<file path="src/rtl/decode_issue_if.sv">
// Fetch-side, register-file, forwarding, hazard and execute-side signals of the decode/issue stage.
// The slave modport is the stage's view of these signals. The master modport is the surrounding pipeline's view.
interface decode_issue_if #(
    parameter int unsigned XLEN = 64,
    parameter int unsigned NFWD = 2
);
    logic                 in_valid;
    logic                 in_ready;
    logic [XLEN-1:0]      in_pc;
    logic [XLEN-1:0]      in_imm;
    logic [31:0]          in_instr;
    logic                 in_rs1_used;
    logic                 in_rs2_used;
    logic                 in_rd_we;
    logic                 in_is_load;
    logic                 in_multicycle;
    logic [4:0]           rf_raddr1;
    logic [4:0]           rf_raddr2;
    logic [XLEN-1:0]      rf_rdata1;
    logic [XLEN-1:0]      rf_rdata2;
    logic [NFWD-1:0]      fwd_valid;
    logic [5*NFWD-1:0]    fwd_dst;
    logic [XLEN*NFWD-1:0] fwd_data;
    logic                 ex_load_valid;
    logic [4:0]           ex_load_dst;
    logic                 mc_done;
    logic [4:0]           mc_dst;
    logic                 flush;
    logic                 out_valid;
    logic                 out_ready;
    logic [XLEN-1:0]      out_pc;
    logic [XLEN-1:0]      out_imm;
    logic [XLEN-1:0]      out_srca;
    logic [XLEN-1:0]      out_srcb;
    logic [31:0]          out_instr;
    logic [4:0]           out_rs1;
    logic [4:0]           out_rs2;
    logic [4:0]           out_dst;
    logic                 out_rd_we;
    logic                 out_is_load;
    logic                 out_multicycle;
    logic                 stall;

    modport slave (
        input  in_valid, in_pc, in_imm, in_instr, in_rs1_used, in_rs2_used,
               in_rd_we, in_is_load, in_multicycle, rf_rdata1, rf_rdata2,
               fwd_valid, fwd_dst, fwd_data, ex_load_valid, ex_load_dst,
               mc_done, mc_dst, flush, out_ready,
        output in_ready, rf_raddr1, rf_raddr2, out_valid, out_pc, out_imm,
               out_srca, out_srcb, out_instr, out_rs1, out_rs2, out_dst,
               out_rd_we, out_is_load, out_multicycle, stall
    );

    modport master (
        output in_valid, in_pc, in_imm, in_instr, in_rs1_used, in_rs2_used,
               in_rd_we, in_is_load, in_multicycle, rf_rdata1, rf_rdata2,
               fwd_valid, fwd_dst, fwd_data, ex_load_valid, ex_load_dst,
               mc_done, mc_dst, flush, out_ready,
        input  in_ready, rf_raddr1, rf_raddr2, out_valid, out_pc, out_imm,
               out_srca, out_srcb, out_instr, out_rs1, out_rs2, out_dst,
               out_rd_we, out_is_load, out_multicycle, stall
    );
endinterface

</file>
<file path="src/rtl/decode_issue.sv">
// Decode/issue stage: priority operand forwarding, load-use and scoreboard hazards, registered ID/EX slot.
// Define DECODE_SCOREBOARD_EN to build the multicycle busy-vector scoreboard.
module decode_issue #(
    parameter int unsigned XLEN = 64,
    parameter int unsigned NFWD = 2
) (
    input logic          clk,
    input logic          reset,
    decode_issue_if.slave bus
);
    logic [4:0]      rs1, rs2, rd;
    logic [XLEN-1:0] srca_d, srcb_d;
    logic            load_use, sb_hazard, stall, ready, accept;
    logic            out_valid_q, out_valid_d;

    logic [XLEN-1:0] out_pc_q, out_imm_q, out_srca_q, out_srcb_q;
    logic [31:0]     out_instr_q;
    logic [4:0]      out_rs1_q, out_rs2_q, out_dst_q;
    logic            out_rd_we_q, out_is_load_q, out_multicycle_q;

    logic [NFWD-1:0]      v_sh;
    logic [5*NFWD-1:0]    d_sh;
    logic [XLEN*NFWD-1:0] x_sh;

    assign rs1 = bus.in_instr[19:15];
    assign rs2 = bus.in_instr[24:20];
    assign rd  = bus.in_instr[11:7];

    assign bus.rf_raddr1 = rs1;
    assign bus.rf_raddr2 = rs2;

    // Walk from the oldest source down so the lowest matching index is written last and wins.
    always_comb begin
        srca_d = bus.rf_rdata1;
        srcb_d = bus.rf_rdata2;
        v_sh   = '0;
        d_sh   = '0;
        x_sh   = '0;
        for (int unsigned i = NFWD; i > 0; i--) begin
            v_sh = bus.fwd_valid >> (i - 1);
            d_sh = bus.fwd_dst >> (5 * (i - 1));
            x_sh = bus.fwd_data >> (XLEN * (i - 1));
            if (v_sh[0] && d_sh[4:0] == rs1) srca_d = x_sh[XLEN-1:0];
            if (v_sh[0] && d_sh[4:0] == rs2) srcb_d = x_sh[XLEN-1:0];
        end
        if (rs1 == '0) srca_d = '0;
        if (rs2 == '0) srcb_d = '0;
    end

    assign load_use = bus.ex_load_valid && (bus.ex_load_dst != '0) &&
                      ((bus.in_rs1_used && rs1 == bus.ex_load_dst) ||
                       (bus.in_rs2_used && rs2 == bus.ex_load_dst));

`ifdef DECODE_SCOREBOARD_EN
    logic [31:0] busy_q, busy_d;

    assign sb_hazard = (bus.in_rs1_used && busy_q[rs1]) ||
                       (bus.in_rs2_used && busy_q[rs2]) ||
                       (bus.in_rd_we && busy_q[rd]);

    always_comb begin
        busy_d = busy_q;
        if (bus.mc_done && bus.mc_dst != '0) busy_d[bus.mc_dst] = 1'b0;
        if (accept && bus.in_multicycle && bus.in_rd_we && rd != '0) busy_d[rd] = 1'b1;
        busy_d[0] = 1'b0;
    end

    always_ff @(posedge clk) begin
        if (!reset) busy_q <= '0;
        else        busy_q <= busy_d;
    end
`else
    logic unused_mc;
    assign unused_mc = ^{bus.mc_done, bus.mc_dst};
    assign sb_hazard = 1'b0;
`endif

    assign stall  = bus.in_valid && (load_use || sb_hazard);
    assign ready  = !bus.flush && !stall && (!out_valid_q || bus.out_ready);
    assign accept = bus.in_valid && ready;

    assign bus.stall    = stall;
    assign bus.in_ready = ready;

    always_comb begin
        out_valid_d = out_valid_q;
        if (bus.flush)          out_valid_d = 1'b0;
        else if (accept)        out_valid_d = 1'b1;
        else if (bus.out_ready) out_valid_d = 1'b0;
    end

    always_ff @(posedge clk) begin
        if (!reset) begin
            out_valid_q      <= 1'b0;
            out_pc_q         <= '0;
            out_imm_q        <= '0;
            out_srca_q       <= '0;
            out_srcb_q       <= '0;
            out_instr_q      <= '0;
            out_rs1_q        <= '0;
            out_rs2_q        <= '0;
            out_dst_q        <= '0;
            out_rd_we_q      <= 1'b0;
            out_is_load_q    <= 1'b0;
            out_multicycle_q <= 1'b0;
        end else begin
            out_valid_q <= out_valid_d;
            if (accept) begin
                out_pc_q         <= bus.in_pc;
                out_imm_q        <= bus.in_imm;
                out_srca_q       <= srca_d;
                out_srcb_q       <= srcb_d;
                out_instr_q      <= bus.in_instr;
                out_rs1_q        <= rs1;
                out_rs2_q        <= rs2;
                out_dst_q        <= rd;
                out_rd_we_q      <= bus.in_rd_we;
                out_is_load_q    <= bus.in_is_load;
                out_multicycle_q <= bus.in_multicycle;
            end
        end
    end

    assign bus.out_valid      = out_valid_q;
    assign bus.out_pc         = out_pc_q;
    assign bus.out_imm        = out_imm_q;
    assign bus.out_srca       = out_srca_q;
    assign bus.out_srcb       = out_srcb_q;
    assign bus.out_instr      = out_instr_q;
    assign bus.out_rs1        = out_rs1_q;
    assign bus.out_rs2        = out_rs2_q;
    assign bus.out_dst        = out_dst_q;
    assign bus.out_rd_we      = out_rd_we_q;
    assign bus.out_is_load    = out_is_load_q;
    assign bus.out_multicycle = out_multicycle_q;
endmodule

</file>
<file path="src/flat_wrapper.sv">
// flat-port wrapper written by rule: the top's interface ports become plain ports
module decode_issue_flat 
#(
    parameter int unsigned XLEN = 64,
    parameter int unsigned NFWD = 2
)
  (clk, reset, bus_in_valid, bus_in_pc, bus_in_imm, bus_in_instr, bus_in_rs1_used, bus_in_rs2_used, bus_in_rd_we, bus_in_is_load, bus_in_multicycle, bus_rf_rdata1, bus_rf_rdata2, bus_fwd_valid, bus_fwd_dst, bus_fwd_data, bus_ex_load_valid, bus_ex_load_dst, bus_mc_done, bus_mc_dst, bus_flush, bus_out_ready, bus_in_ready, bus_rf_raddr1, bus_rf_raddr2, bus_out_valid, bus_out_pc, bus_out_imm, bus_out_srca, bus_out_srcb, bus_out_instr, bus_out_rs1, bus_out_rs2, bus_out_dst, bus_out_rd_we, bus_out_is_load, bus_out_multicycle, bus_stall);
  decode_issue_if #(.XLEN(XLEN), .NFWD(NFWD)) bus_i ();
  input logic clk;
  input logic reset;
  input wire logic [$bits(bus_i.in_valid)-1:0] bus_in_valid;
  input wire logic [$bits(bus_i.in_pc)-1:0] bus_in_pc;
  input wire logic [$bits(bus_i.in_imm)-1:0] bus_in_imm;
  input wire logic [$bits(bus_i.in_instr)-1:0] bus_in_instr;
  input wire logic [$bits(bus_i.in_rs1_used)-1:0] bus_in_rs1_used;
  input wire logic [$bits(bus_i.in_rs2_used)-1:0] bus_in_rs2_used;
  input wire logic [$bits(bus_i.in_rd_we)-1:0] bus_in_rd_we;
  input wire logic [$bits(bus_i.in_is_load)-1:0] bus_in_is_load;
  input wire logic [$bits(bus_i.in_multicycle)-1:0] bus_in_multicycle;
  input wire logic [$bits(bus_i.rf_rdata1)-1:0] bus_rf_rdata1;
  input wire logic [$bits(bus_i.rf_rdata2)-1:0] bus_rf_rdata2;
  input wire logic [$bits(bus_i.fwd_valid)-1:0] bus_fwd_valid;
  input wire logic [$bits(bus_i.fwd_dst)-1:0] bus_fwd_dst;
  input wire logic [$bits(bus_i.fwd_data)-1:0] bus_fwd_data;
  input wire logic [$bits(bus_i.ex_load_valid)-1:0] bus_ex_load_valid;
  input wire logic [$bits(bus_i.ex_load_dst)-1:0] bus_ex_load_dst;
  input wire logic [$bits(bus_i.mc_done)-1:0] bus_mc_done;
  input wire logic [$bits(bus_i.mc_dst)-1:0] bus_mc_dst;
  input wire logic [$bits(bus_i.flush)-1:0] bus_flush;
  input wire logic [$bits(bus_i.out_ready)-1:0] bus_out_ready;
  output wire logic [$bits(bus_i.in_ready)-1:0] bus_in_ready;
  output wire logic [$bits(bus_i.rf_raddr1)-1:0] bus_rf_raddr1;
  output wire logic [$bits(bus_i.rf_raddr2)-1:0] bus_rf_raddr2;
  output wire logic [$bits(bus_i.out_valid)-1:0] bus_out_valid;
  output wire logic [$bits(bus_i.out_pc)-1:0] bus_out_pc;
  output wire logic [$bits(bus_i.out_imm)-1:0] bus_out_imm;
  output wire logic [$bits(bus_i.out_srca)-1:0] bus_out_srca;
  output wire logic [$bits(bus_i.out_srcb)-1:0] bus_out_srcb;
  output wire logic [$bits(bus_i.out_instr)-1:0] bus_out_instr;
  output wire logic [$bits(bus_i.out_rs1)-1:0] bus_out_rs1;
  output wire logic [$bits(bus_i.out_rs2)-1:0] bus_out_rs2;
  output wire logic [$bits(bus_i.out_dst)-1:0] bus_out_dst;
  output wire logic [$bits(bus_i.out_rd_we)-1:0] bus_out_rd_we;
  output wire logic [$bits(bus_i.out_is_load)-1:0] bus_out_is_load;
  output wire logic [$bits(bus_i.out_multicycle)-1:0] bus_out_multicycle;
  output wire logic [$bits(bus_i.stall)-1:0] bus_stall;
  assign bus_i.in_valid = bus_in_valid;
  assign bus_i.in_pc = bus_in_pc;
  assign bus_i.in_imm = bus_in_imm;
  assign bus_i.in_instr = bus_in_instr;
  assign bus_i.in_rs1_used = bus_in_rs1_used;
  assign bus_i.in_rs2_used = bus_in_rs2_used;
  assign bus_i.in_rd_we = bus_in_rd_we;
  assign bus_i.in_is_load = bus_in_is_load;
  assign bus_i.in_multicycle = bus_in_multicycle;
  assign bus_i.rf_rdata1 = bus_rf_rdata1;
  assign bus_i.rf_rdata2 = bus_rf_rdata2;
  assign bus_i.fwd_valid = bus_fwd_valid;
  assign bus_i.fwd_dst = bus_fwd_dst;
  assign bus_i.fwd_data = bus_fwd_data;
  assign bus_i.ex_load_valid = bus_ex_load_valid;
  assign bus_i.ex_load_dst = bus_ex_load_dst;
  assign bus_i.mc_done = bus_mc_done;
  assign bus_i.mc_dst = bus_mc_dst;
  assign bus_i.flush = bus_flush;
  assign bus_i.out_ready = bus_out_ready;
  assign bus_in_ready = bus_i.in_ready;
  assign bus_rf_raddr1 = bus_i.rf_raddr1;
  assign bus_rf_raddr2 = bus_i.rf_raddr2;
  assign bus_out_valid = bus_i.out_valid;
  assign bus_out_pc = bus_i.out_pc;
  assign bus_out_imm = bus_i.out_imm;
  assign bus_out_srca = bus_i.out_srca;
  assign bus_out_srcb = bus_i.out_srcb;
  assign bus_out_instr = bus_i.out_instr;
  assign bus_out_rs1 = bus_i.out_rs1;
  assign bus_out_rs2 = bus_i.out_rs2;
  assign bus_out_dst = bus_i.out_dst;
  assign bus_out_rd_we = bus_i.out_rd_we;
  assign bus_out_is_load = bus_i.out_is_load;
  assign bus_out_multicycle = bus_i.out_multicycle;
  assign bus_stall = bus_i.stall;
  decode_issue #(.XLEN(XLEN), .NFWD(NFWD)) u_core (.clk(clk), .reset(reset), .bus(bus_i));
endmodule
</file>
<file path="config.mk">
export PLATFORM = sky130hd
export DESIGN_NAME = decode_issue_flat
export DESIGN_NICKNAME = d
export VERILOG_FILES = /design/src/rtl/decode_issue_if.sv /design/src/rtl/decode_issue.sv /design/src/flat_wrapper.sv
export SDC_FILE = /design/constraint.sdc
export NUM_CORES = 1
export LEC_CHECK = 0
export ABC_CLOCK_PERIOD_IN_PS = 1900
export BUFFER_PORTS_ARGS = -buffer_cell sky130_fd_sc_hd__buf_2
export CORE_AREA = 2 2 300 302
export CTS_CLUSTER_DIAMETER = 40
export DETAILED_ROUTE_END_ITERATION = 8
export DIE_AREA = 0 0 302 304
export PLACE_DENSITY_LB_ADDON = 0.08
export SYNTH_ARGS = -nofsm -noshare
export SYNTH_HDL_FRONTEND = slang
export SYNTH_SLANG_ARGS = --single-unit
</file>
<file path="constraint.sdc">
create_clock -name clk -period 1.9 [get_ports clk]
set_clock_uncertainty 0.15 [all_clocks]
set_input_delay 0.19 -clock clk [delete_from_list [all_inputs] [get_ports clk]]
set_output_delay 0.19 -clock clk [all_outputs]
set_load 0.01 [all_outputs]
</file>
* Yosys cells after proc, flatten, opt, wreduce, memory -nomap -nowiden
Cells that the tools add are included.
** Word-level totals
- Flip-flop bits (word level) :: 307
- Input bits :: 450
- Output and inout bits :: 319
** Cells by class
- Reduce and logical (&&, ||, !) cells :: 22
- Equal/unequal tests :: 6
- Bitwise operators :: 1
- Mux-type cells :: 8
** Operators by type and width (number)
- 64-bit 2-to-1 mux :: 6
- 5-bit equality test :: 6
- 1-bit logical AND :: 12
- 5-bit zero test :: 2
- 5-bit nonzero test :: 1
- 1-bit zero test :: 3
- 1-bit logical OR :: 2
- 1-bit 2-to-1 mux :: 2
- 2-bit nonzero test :: 1
- 2-bit OR reduction :: 1
- 1-bit NOT :: 1

* Depth between registers and ports, before layout
Gate-level depths: netlist of run 1.
- Depth after elaboration :: 10
- Depth in mapped cells :: 8
- Gate-level depth less buffers :: 5

* Worst setup path after synthesis of run 1
No wires, ideal clock.
- Path type :: input to register
- Start :: in bus_in_instr[20]
- End :: reg u_core.out_srcb_q[36] (netlist: u_core.bus.out_srcb[36])
- Setup time :: 132 ps
- Stages on the path :: 8
- Data required time :: 1618 ps
- Arrival :: 1752 ps
- Slack :: -134 ps
- Cells stage by stage :: clkbuf_1 > xor2_1 > or4_4 > buf_6 > clkbuf_1 > or3_1 > o31ai_1 > o32ai_1
** On the way
- Longest elaborated chain between the ends :: 9
- Elaborated cells on any way between the ends :: 17
- Classes of those cells :: 3 x eq/ne; 3 x mux; 11 x reduce/logical
** Ends and longest elaborated chain
- from (decl) :: RTL line flat_wrapper.sv:14 : input wire logic [$bits(bus_i.in_instr)-1:0] bus_in_instr;
- 5-bit equality test :: RTL line decode_issue.sv:52 : (bus.in_rs2_used && rs2 == bus.ex_load_dst));
- 1-bit logical AND :: RTL line decode_issue.sv:52
- 1-bit logical OR :: RTL line decode_issue.sv:51 : ((bus.in_rs1_used && rs1 == bus.ex_load_dst) ||
- 1-bit logical AND :: RTL line decode_issue.sv:50 : assign load_use = bus.ex_load_valid && (bus.ex_load_dst != '0) &&
- 1-bit logical AND :: RTL line decode_issue.sv:78 : assign stall = bus.in_valid && (load_use || sb_hazard);
- 1-bit zero test :: RTL line decode_issue.sv:79 : assign ready = !bus.flush && !stall && (!out_valid_q || bus.out_ready);
- 1-bit logical AND (2 in a row) :: RTL line decode_issue.sv:79
- 1-bit logical AND :: RTL line decode_issue.sv:80 : assign accept = bus.in_valid && ready;
- to (signal assigned) :: RTL line decode_issue.sv:112 : out_srcb_q <= srcb_d;
- to (decl) :: RTL line decode_issue.sv:16 : logic [XLEN-1:0] out_pc_q, out_imm_q, out_srca_q, out_srcb_q;
Parallel ways exist; a longest one is shown, timed or not.
A chain may end at the register's enable or synchronous reset.

* Final worst setup path of run 1
- Start :: reg u_core.out_valid_q (netlist: u_core.bus.out_valid)
- End :: reg u_core.out_srcb_q[25] (netlist: u_core.bus.out_srcb[25])
** On the way
- Longest elaborated chain between the ends :: 4
** Ends and longest elaborated chain
- from (decl) :: RTL line decode_issue.sv:14 : logic out_valid_q, out_valid_d;
- from (signal assigned) :: RTL line decode_issue.sv:107 : out_valid_q <= out_valid_d;
- 1-bit zero test :: RTL line decode_issue.sv:79
- 1-bit logical OR :: RTL line decode_issue.sv:79
- 1-bit logical AND :: RTL line decode_issue.sv:79
- 1-bit logical AND :: RTL line decode_issue.sv:80
Every way passes these cells.

==> metrics.txt, run 1 <==
status=finished, violations left; violated checks=setup timing; Syn Inst Count=1,839; root buffer cell=clkbuf_16; largest net degree at the start of global routing=81; fin nets=about 3,500; Worst Hold Class=primary input to register; Initial DRC Count=854; post-route ant nets=0; DRC Markers=0; Rel. slew slack=between 60% and 70%; asr flop ratio synth=0%; Worst-Skew Late Latency=0.61 ns; I/O Pins=between 700 and 800; sequential fraction of the synthesis area=roughly 38%; Slowest cell on crit path=a211o_2; leakage power=13.5 nW; Mapped Nets=around 2,300; main combinational cell family by area after synthesis=compound AO/OA/AOI/OAI gates; WS Path Type=register to register; Routed wire per std cell=around 22 um; Post-DP Area=about 22,000 um2; Synth top area share=between 30% and 40%; Hold Path Stages=4; Slew Limit Fails=0; CTS H-Tree Depth=3; Final min period=between 1.5 and 2 ns; Peak Freq=0.505 GHz; Filler Cells Inserted=a little over 9,000; crit path DAT=roughly 2.3 ns; CP Cell Sequence=nor2b_4 -> nor3b_4 -> inv_4 -> a211o_2 -> clkbuf_16 -> o32ai_1; gr ovfl total=0; Max-Cap Viols=0; Cell variety after synth=36; Post-synth EDFFs=0; post-synthesis register bit count=between 200 and 300; XOR/XNOR share of the synthesized area=1.70%; maximum clock insertion buffer count=3; Compound-Gate Fraction of Synth Area=between 20% and 30%; design area=~30,000 um2; most common cell after layout, fill and taps aside=buf_2; Synth Area in Adders=0%; CTS tree=done; average size of a mapped cell=roughly 8.4 um2; Die X=a little over 300 um; setup TNS=-3.55 ns; P&R area growth vs syn=94.0%; vias in the first global route=~20,000; mux cell area share after synthesis=10.5%; Worst-Margin Slew=0.480 ns; initial antenna violation count=15; FF-to-FF path depth=6; Power Total=about 0.025 W; Max VDD drop=about 0.00064 V; CP Launch Type=register; critical path peak fanout=12; Clock Sinks=a little under 300; Main synth FF type=dfxtp_1; total CTS buffers=between 70 and 80; initial core utilization=17.4%; non-filler cells, final=between 4,000 and 5,000; Die H=304 um; YS warnings=0; Critical Path Max Stage Delay=around 0.45 ns; Post-Route Utilization=33.7%; final wirelength=approximately 95,000 um; fraction of layout cells with a size suffix above 1=about two fifths; Core ar.=about 89,000 um2; Overall Global Routing Usage=between 10% and 20%; Cell Rows=110; Post-Syn Area=15,500 um2; endpoints failing setup=roughly 180; register clock-pin slew on the reported worst setup and hold paths=about 0.040 ns; PwrDens=~840 nW/um2; Synth Area in Simple Gates=19.7%; RSZ-0062 raised after global routing=true; via count=approximately 19,000; die area=91,800 um2; Initial DRT Pass Iterations=4; Synth area leaders=dfxtp_1, mux2i_1, nand2_1; post-detail-place hpwl=67,500 um; Placed Cells=3,743; first-pass GRT wire length=131,000 um; most frequent cells in the layout=buf_2, dlygate4sd3_1, nand2_1; worst setup margin=-0.0793 ns; port buffer count=762; Worst Setup End Kind=register; area leader, netlist=dfxtp_1; RePlAce Congestion=between 0.8 and 0.9; Period Utilization, post-route=104%; Final Hold Vio Count=0; FF-to-FF setup slack=-0.08 ns; DR vias/cell=around 4.4; worst endpoint required time=between 2 and 2.5 ns
[sequential cells by signal, indices dropped and copies added (netlist names)]
register                   flops
u_core.bus.out_multicycle      1
u_core.bus.out_imm            64
u_core.bus.out_rs2             4
u_core.bus.out_rd_we           1
u_core.bus.out_dst             4
u_core.bus.out_valid           1
u_core.bus.out_pc             64
u_core.bus.out_rs1             4
u_core.bus.out_is_load         1
u_core.bus.out_srca           64
u_core.bus.out_instr          20
u_core.bus.out_srcb           64
[per-layer routing]
layer | GRT usage, % | up-vias | share of wire, %
met5 | 0 | - | 0.13
met4 | 5.46 | 20 | 2.3
met3 | 5.87 | 139 | 7.4
met2 | 34.3 | 662 | 50
met1 | 21.3 | 9091 | 40
li1 | - | 8913 | -
[synthesized netlist by cell type, drive strengths merged, types with 6 or more instances]
library cell  count
a21boi          128
xnor2            14
inv             138
o32ai           128
o31ai           128
and3            128
nand2           329
or3              58
mux2i           163
nand3            14
clkbuf          144
dfxtp           292
xor2             16
buf              74
nand3b           57
and2              6
[report_power, final]
part           total, W  leakage [nW]  switching [W]  internal, W
Sequential      0.00670          2.39       0.000207      0.00649
Clock            0.0141          1.35        0.00420      0.00988
Combinational   0.00452          9.79        0.00225      0.00227
Total            0.0253          13.5        0.00666       0.0186
[timing repair]
item                                    4_1_cts  5_1_grt
pin swaps                                     7       22
endpoints found under the hold margin       277        0
cloned                                        3       27
endpoints found under the setup margin      284      288
setup buffers                                 6       11
resized for setup                            19      105
hold buffers                                341        0
[critical path, delay by kind of cell (launching register included)]
family,cells,cell delay [ns]
AOI/OAI and AO/OA,2,0.72
buffers and inverters,2,0.33
DFF,1,0.31
and+or+nand+nor,2,0.37
[worst paths after layout]
path | start | endpoint
setup / recovery | u_core.bus.out_valid | u_core.bus.out_srcb[25]
hold / removal | bus_fwd_data[125] | u_core.bus.out_srcb[61]
setup reg to reg | u_core.bus.out_valid | u_core.bus.out_srcb[25]
hold reg to reg | u_core.bus.out_srca[36] | u_core.bus.out_srca[36]
[through the flow]
stage	setup WS, ns	hold slack, ns
after detailed placement	-0.879	0.293
after CTS	-0.0646	0.000298
after global placement	-0.896	0.288
after floorplan	-0.0729	0.182
final	-0.0793	0.0170
after global routing	-0.164	0.0267
[layout make-up]
cell class              instances  area [um2]  share of cell area (%)
clock buffers                 110        2310                    7.68
inverters                     138         520                    1.73
diodes                          6        15.0                  0.0500
well taps                    1176        1470                    4.90
clock inverters                32         488                    1.62
flip-flops and latches        292        5850                    19.5
repair buffers               1330       10300                    34.4
multi-input cells            1192        9060                    30.1
[cell families (layout without fill, tap and decap cells)]
kind of cell	count (synthesis)	after routing
AND/OR/NAND/NOR	608	608
XOR/XNOR	30	30
flip-flops	292	292
AO/OA/AOI/OAI	390	391
other	0	6
multiplexers	163	163
buffers and inverters	356	1610
Power figures use the tool's default switching activity.
==> run 2: changes to the inputs <==
RECOVER_POWER = 100   (was not set)
==> run 2 against run 1 <==
  * The run still ends with setup timing left
  * Non-clock buffer count is the same
  * Worst hold slack lost 0.0030 ns
  * Power shrank 0.36%
  * Die area is the same
  * Cell count is the same
  * Via count grew 0.35%
  * Utilization shrank 0.44 points
  * Largest power group unchanged
==> metrics.txt, run 2 (same netlist as run 1, synthesis figures left out) <==
status=finished, violations left; violated checks=setup timing; setup TNS=-3.58 ns; Slew Limit Fails=0; post-detail-place hpwl=67,500 um; root buffer cell=clkbuf_16; Worst Hold Class=primary input to register; CP Launch Type=register; fraction of layout cells with a size suffix above 1=30.6%; leakage power=between 10 and 15 nW; most common cell after layout, fill and taps aside=buf_2; WS Path Type=register to register; Max-Cap Viols=0; initial core utilization=17.4%; port buffer count=around 760; final wirelength=94,500 um; CTS H-Tree Depth=3; Period Utilization, post-route=103%; Worst-Skew Late Latency=0.61 ns; total CTS buffers=78; worst setup margin=-0.0640 ns; Final Hold Vio Count=0; Die H=roughly 300 um; critical path peak fanout=8; crit path DAT=2.34 ns; largest net degree at the start of global routing=81; Worst Setup End Kind=register; DR vias/cell=4.42; maximum clock insertion buffer count=3; I/O Pins=roughly 770; Peak Freq=0.509 GHz; Critical Path Max Stage Delay=about 0.31 ns; Slowest cell on crit path=dfxtp_2; RePlAce Congestion=approximately 0.82; hold path startpoint=bus_fwd_data[125]; Final min period=1.96 ns; Die X=a little over 300 um; initial antenna violation count=15; DRC Markers=0; register clock-pin slew on the reported worst setup and hold paths=about 0.04 ns; via count=18,900; Routed wire per std cell=roughly 22 um; most used cell, CP=clkbuf_16; fin nets=between 3,000 and 4,000; Cell Rows=110; CTS tree=done; die area=about 92,000 um2; Worst-Margin Slew=0.481 ns; Core ar.=between 80,000 and 90,000 um2; CP bufs+invs=5; RSZ-0062 raised after global routing=true; gr ovfl total=0; worst endpoint required time=between 2 and 2.5 ns; PwrDens=850 nW/um2; Max VDD drop=about 0.00064 V; Rel. slew slack=around two thirds; CP Cell Sequence=nor2b_4 -> nor3b_4 -> inv_4 -> buf_6 -> a21oi_4 -> buf_12 -> clkbuf_16 -> clkbuf_16 -> mux2i_1; post-route ant nets=0; crit path from=u_core.bus.out_valid; Post-Route Utilization=between 30% and 40%; first-pass GRT wire length=131,000 um; Initial DRT Pass Iterations=5; Overall Global Routing Usage=19.0%; worst r2r src=u_core.bus.out_valid; Initial DRC Count=825; vias in the first global route=between 20,000 and 25,000; Clock Sinks=approximately 300; Power Total=0.0252 W; endpoints failing setup=177; P&R area growth vs syn=91.5%; most frequent cells in the layout=buf_2, dlygate4sd3_1, nand2_1; delay-heaviest family, CP=buffers and inverters
-- run 2: cell types whose count changed in the layout (fill, tap and decap cells not counted), sizes merged --
cell	before	now
clkbuf	134	447
buf	965	652
-- run 2: cell type report --
type,count,area (um2)
diodes,6,15.0
clock buffers,110,2310
clock inverters,32,488
well taps,1176,1470
inverters,138,520
multi-input cells,1192,9060
fillers,9425,59400
repair buffers,1330,9950
flip-flops and latches,292,5850
-- run 2: worst paths after layout --
kind	endpoint	slack, ns	cells after the start
worst min-delay path	u_core.bus.out_srcb[61]	0.01	4
worst max-delay path	u_core.bus.out_imm[47]	-0.06	9
worst min register to register	u_core.bus.out_srca[36]	0.30	2
worst max register to register	u_core.bus.out_imm[47]	-0.06	9
-- run 2: metrics by stage --
stage               worst slack [ns]  hold slack [ns]  instances  instance area [um2]
floorplan                    -0.0729            0.182       1839                16100
global placement              -0.896            0.288       3743                22300
detailed placement            -0.879            0.293       3743                22300
CTS                          -0.0646         0.000298       4235                28800
global route                  -0.164           0.0267       4274                29700
finish                       -0.0640           0.0139       4276                29700
-- run 2: layer usage --
metal  wire length, um  track usage (%)  vias up
met5               122                0        -
met4              2270             5.46       20
met3              6990             5.87      146
met2             47400             34.3      689
met1             37700             21.3     9123
li1                  -                -     8912
-- run 2: where the power goes --
group          internal (W)  switching [W]  total [W]  leakage (nW)
sequential          0.00649       0.000215    0.00670          2.39
combinational       0.00218        0.00225    0.00443          8.52
clock               0.00988        0.00420     0.0141          1.35
-- run 2: worst min-delay path: stages --
cell and delay (ns):
buf_2 0.10, and3_1 0.14, o31ai_1 0.07, o32ai_2 0.19
-- run 2: repair_timing --
action / 4_1_cts / 5_1_grt
endpoints found under the setup margin: 284 / 288
resized for setup: 19 / 105
gates cloned: 3 / 27
endpoints found under the hold margin: 277 / 0
hold buffers: 341 / 0
pin swaps: 7 / 22
setup buffers: 6 / 11
==> run 3: changes to the inputs <==
MAX_ROUTING_LAYER = met4   (was not set)
==> run 3 against run 2 <==
  * The run still ends with setup timing left
  * Sequential cell count unchanged
  * Cell count grew 0.37%
  * Wire length up 0.20%
  * Combinational power about the same
  * Critical path type unchanged
  * Largest cell class unchanged
  * Via count is 0.14% lower
  * Worst hold slack got worse by 0.0071 ns
  * Count of clock-buffer cells in the layout unchanged
  * Worst setup slack lost 0.0080 ns
  * Fmax is 0.41% lower
  * Global-route usage is 0.57 points higher
  * Utilization increased by 0.10 points
  * Register-to-register slack about the same
==> metrics.txt, run 3 (same netlist as run 1, synthesis figures left out) <==
Die X=around 300 um; PwrDens=between 800 and 900 nW/um2; final wirelength=94,700 um; Worst Hold Class=primary input to register; worst endpoint required time=roughly 2.3 ns; Routed wire per std cell=about 22 um; Post-DP Area=about 22,000 um2; die area=roughly 92,000 um2; endpoints failing setup=179; initial antenna violation count=18; status=finished, violations left; fraction of layout cells with a size suffix above 1=between 30% and 40%; Initial DRC Count=around 850; hold path startpoint=bus_fwd_data[125]; total CTS buffers=between 70 and 80; Post-Route Utilization=about a third; crit path DAT=2.35 ns; Max-Cap Viols=0; Worst-Margin Slew=0.454 ns; DRC Markers=0; most used cell, CP=clkbuf_16; setup TNS=-4.05 ns; critical path peak fanout=8; worst setup margin=-0.0720 ns; Slew Limit Fails=0; via count=18,900; Worst-Skew Late Latency=0.61 ns; Final min period=1.97 ns; met3 usage=5.80%; violated checks=setup timing; Rel. slew slack=approximately 69%; maximum clock insertion buffer count=3; I/O Pins=between 700 and 800; leakage power=about 12 nW; Slowest cell on crit path=dfxtp_2; Peak Freq=roughly 0.5 GHz; DR vias/cell=about 4.4; most frequent cells in the layout=buf_2, dlygate4sd3_1, nand2_1; CP Launch Type=register; Worst Setup End Kind=register; fin nets=~3,500; post-detail-place hpwl=67,500 um; Hold Slack=just under 0.007 ns; Cell Rows=110; grt peak-use layer=met2; CTS H-Tree Depth=3; CTS tree=done; register clock-pin slew on the reported worst setup and hold paths=around 0.04 ns; most common cell after layout, fill and taps aside=buf_2; Core ar.=~89,000 um2; RSZ-0062 raised after global routing=true; Period Utilization, post-route=104%; delay-heaviest family, CP=buffers and inverters; CP Cell Sequence=nor2b_4 -> nor3b_4 -> inv_4 -> buf_6 -> a21oi_4 -> buf_12 -> clkbuf_16 -> clkbuf_16 -> mux2i_1; crit path from=u_core.bus.out_valid; initial core utilization=between 15 and 20%; root buffer cell=clkbuf_16; Final Hold Vio Count=0; Critical Path Max Stage Delay=0.31 ns; Max VDD drop=~0.00064 V; Post-Place Setup Slack=-0.879 ns; Initial DRT Pass Iterations=5; first-pass GRT wire length=between 100,000 and 150,000 um; vias in the first global route=between 20,000 and 25,000; WS Path Type=register to register; CP bufs+invs=5; RePlAce Congestion=approximately 0.84; design area=between 20,000 and 30,000 um2; Die H=about 300 um; largest net degree at the start of global routing=81; gr ovfl total=0; M1 GR Usage=a little over a fifth; M2 GR Usage=34.4%; post-route ant nets=0; Overall Global Routing Usage=19.6%; P&R area growth vs syn=92.1%; Clock Sinks=292; port buffer count=between 700 and 800; worst r2r src=u_core.bus.out_valid
==> run 3: cell types whose count changed in the layout (fill, tap and decap cells not counted) <==
cell       previous run  this run
clkbuf_16           106       107
o32ai_4               2         1
buf_4               126       128
o32ai_1              24        20
o32ai_2             102       107
diode_2               6        19
==> run 3: where the power goes <==
group / internal, W / switching (W) / leakage (nW) / total [W]
logic: 0.00219 / 0.00226 / 8.55 / 0.00445
clock network: 0.00988 / 0.00420 / 1.35 / 0.0141
registers: 0.00649 / 0.000215 / 2.39 / 0.00670
==> run 3: path summary, 6_finish.rpt <==
kind,to,cells past startpoint,slack [ns]
max,u_core.bus.out_imm[47],9,-0.07
min,u_core.bus.out_srcb[61],4,0.007
max reg2reg,u_core.bus.out_imm[47],9,-0.07
min reg2reg,u_core.bus.out_srca[36],2,0.30
==> run 3: routing by layer <==
metal  vias up  wire (um)  part of all wire (%)
met3       127       7430                   7.8
met2       712      47700                    50
met4         0       2090                   2.2
li1       8947          -                     -
met5         -          0                     0
met1      9078      37500                    40
==> run 3: timing repair <==
| item | 4_1_cts | 5_1_grt |
|---|---|---|
| pin swaps | 7 | 21 |
| gates cloned | 3 | 28 |
| setup buffers | 6 | 12 |
| hold buffers | 341 | 0 |
| setup endpoints to repair | 284 | 288 |
| hold endpoints to repair | 277 | 0 |
| gates resized for setup | 19 | 108 |
==> run 3: per-stage QoR <==
stage | std cells | total power, W
6_report | 4292 | 0.0252
5_1_grt | 4291 | 0.0262
4_1_cts | 4235 | 0.0253
3_5_place_dp | 3743 | 0.0103
3_3_place_gp | 3743 | 0.0103
2_1_floorplan | 1839 | 0.00841
==> run 3: final cells by class <==
class	count	area, um2
fill	9412	59300
timing repair buffer	1333	9990
multi-input combinational	1192	9080
sequential	292	5850
clock buffer	110	2310
tap	1176	1470
inverter	138	520
clock inverter	32	488
antenna	19	47.5
==> run 3: worst min-delay path, stage by stage <==
cell and delay, ns:
buf_2 0.10, and3_1 0.14, o31ai_1 0.07, o32ai_2 0.19
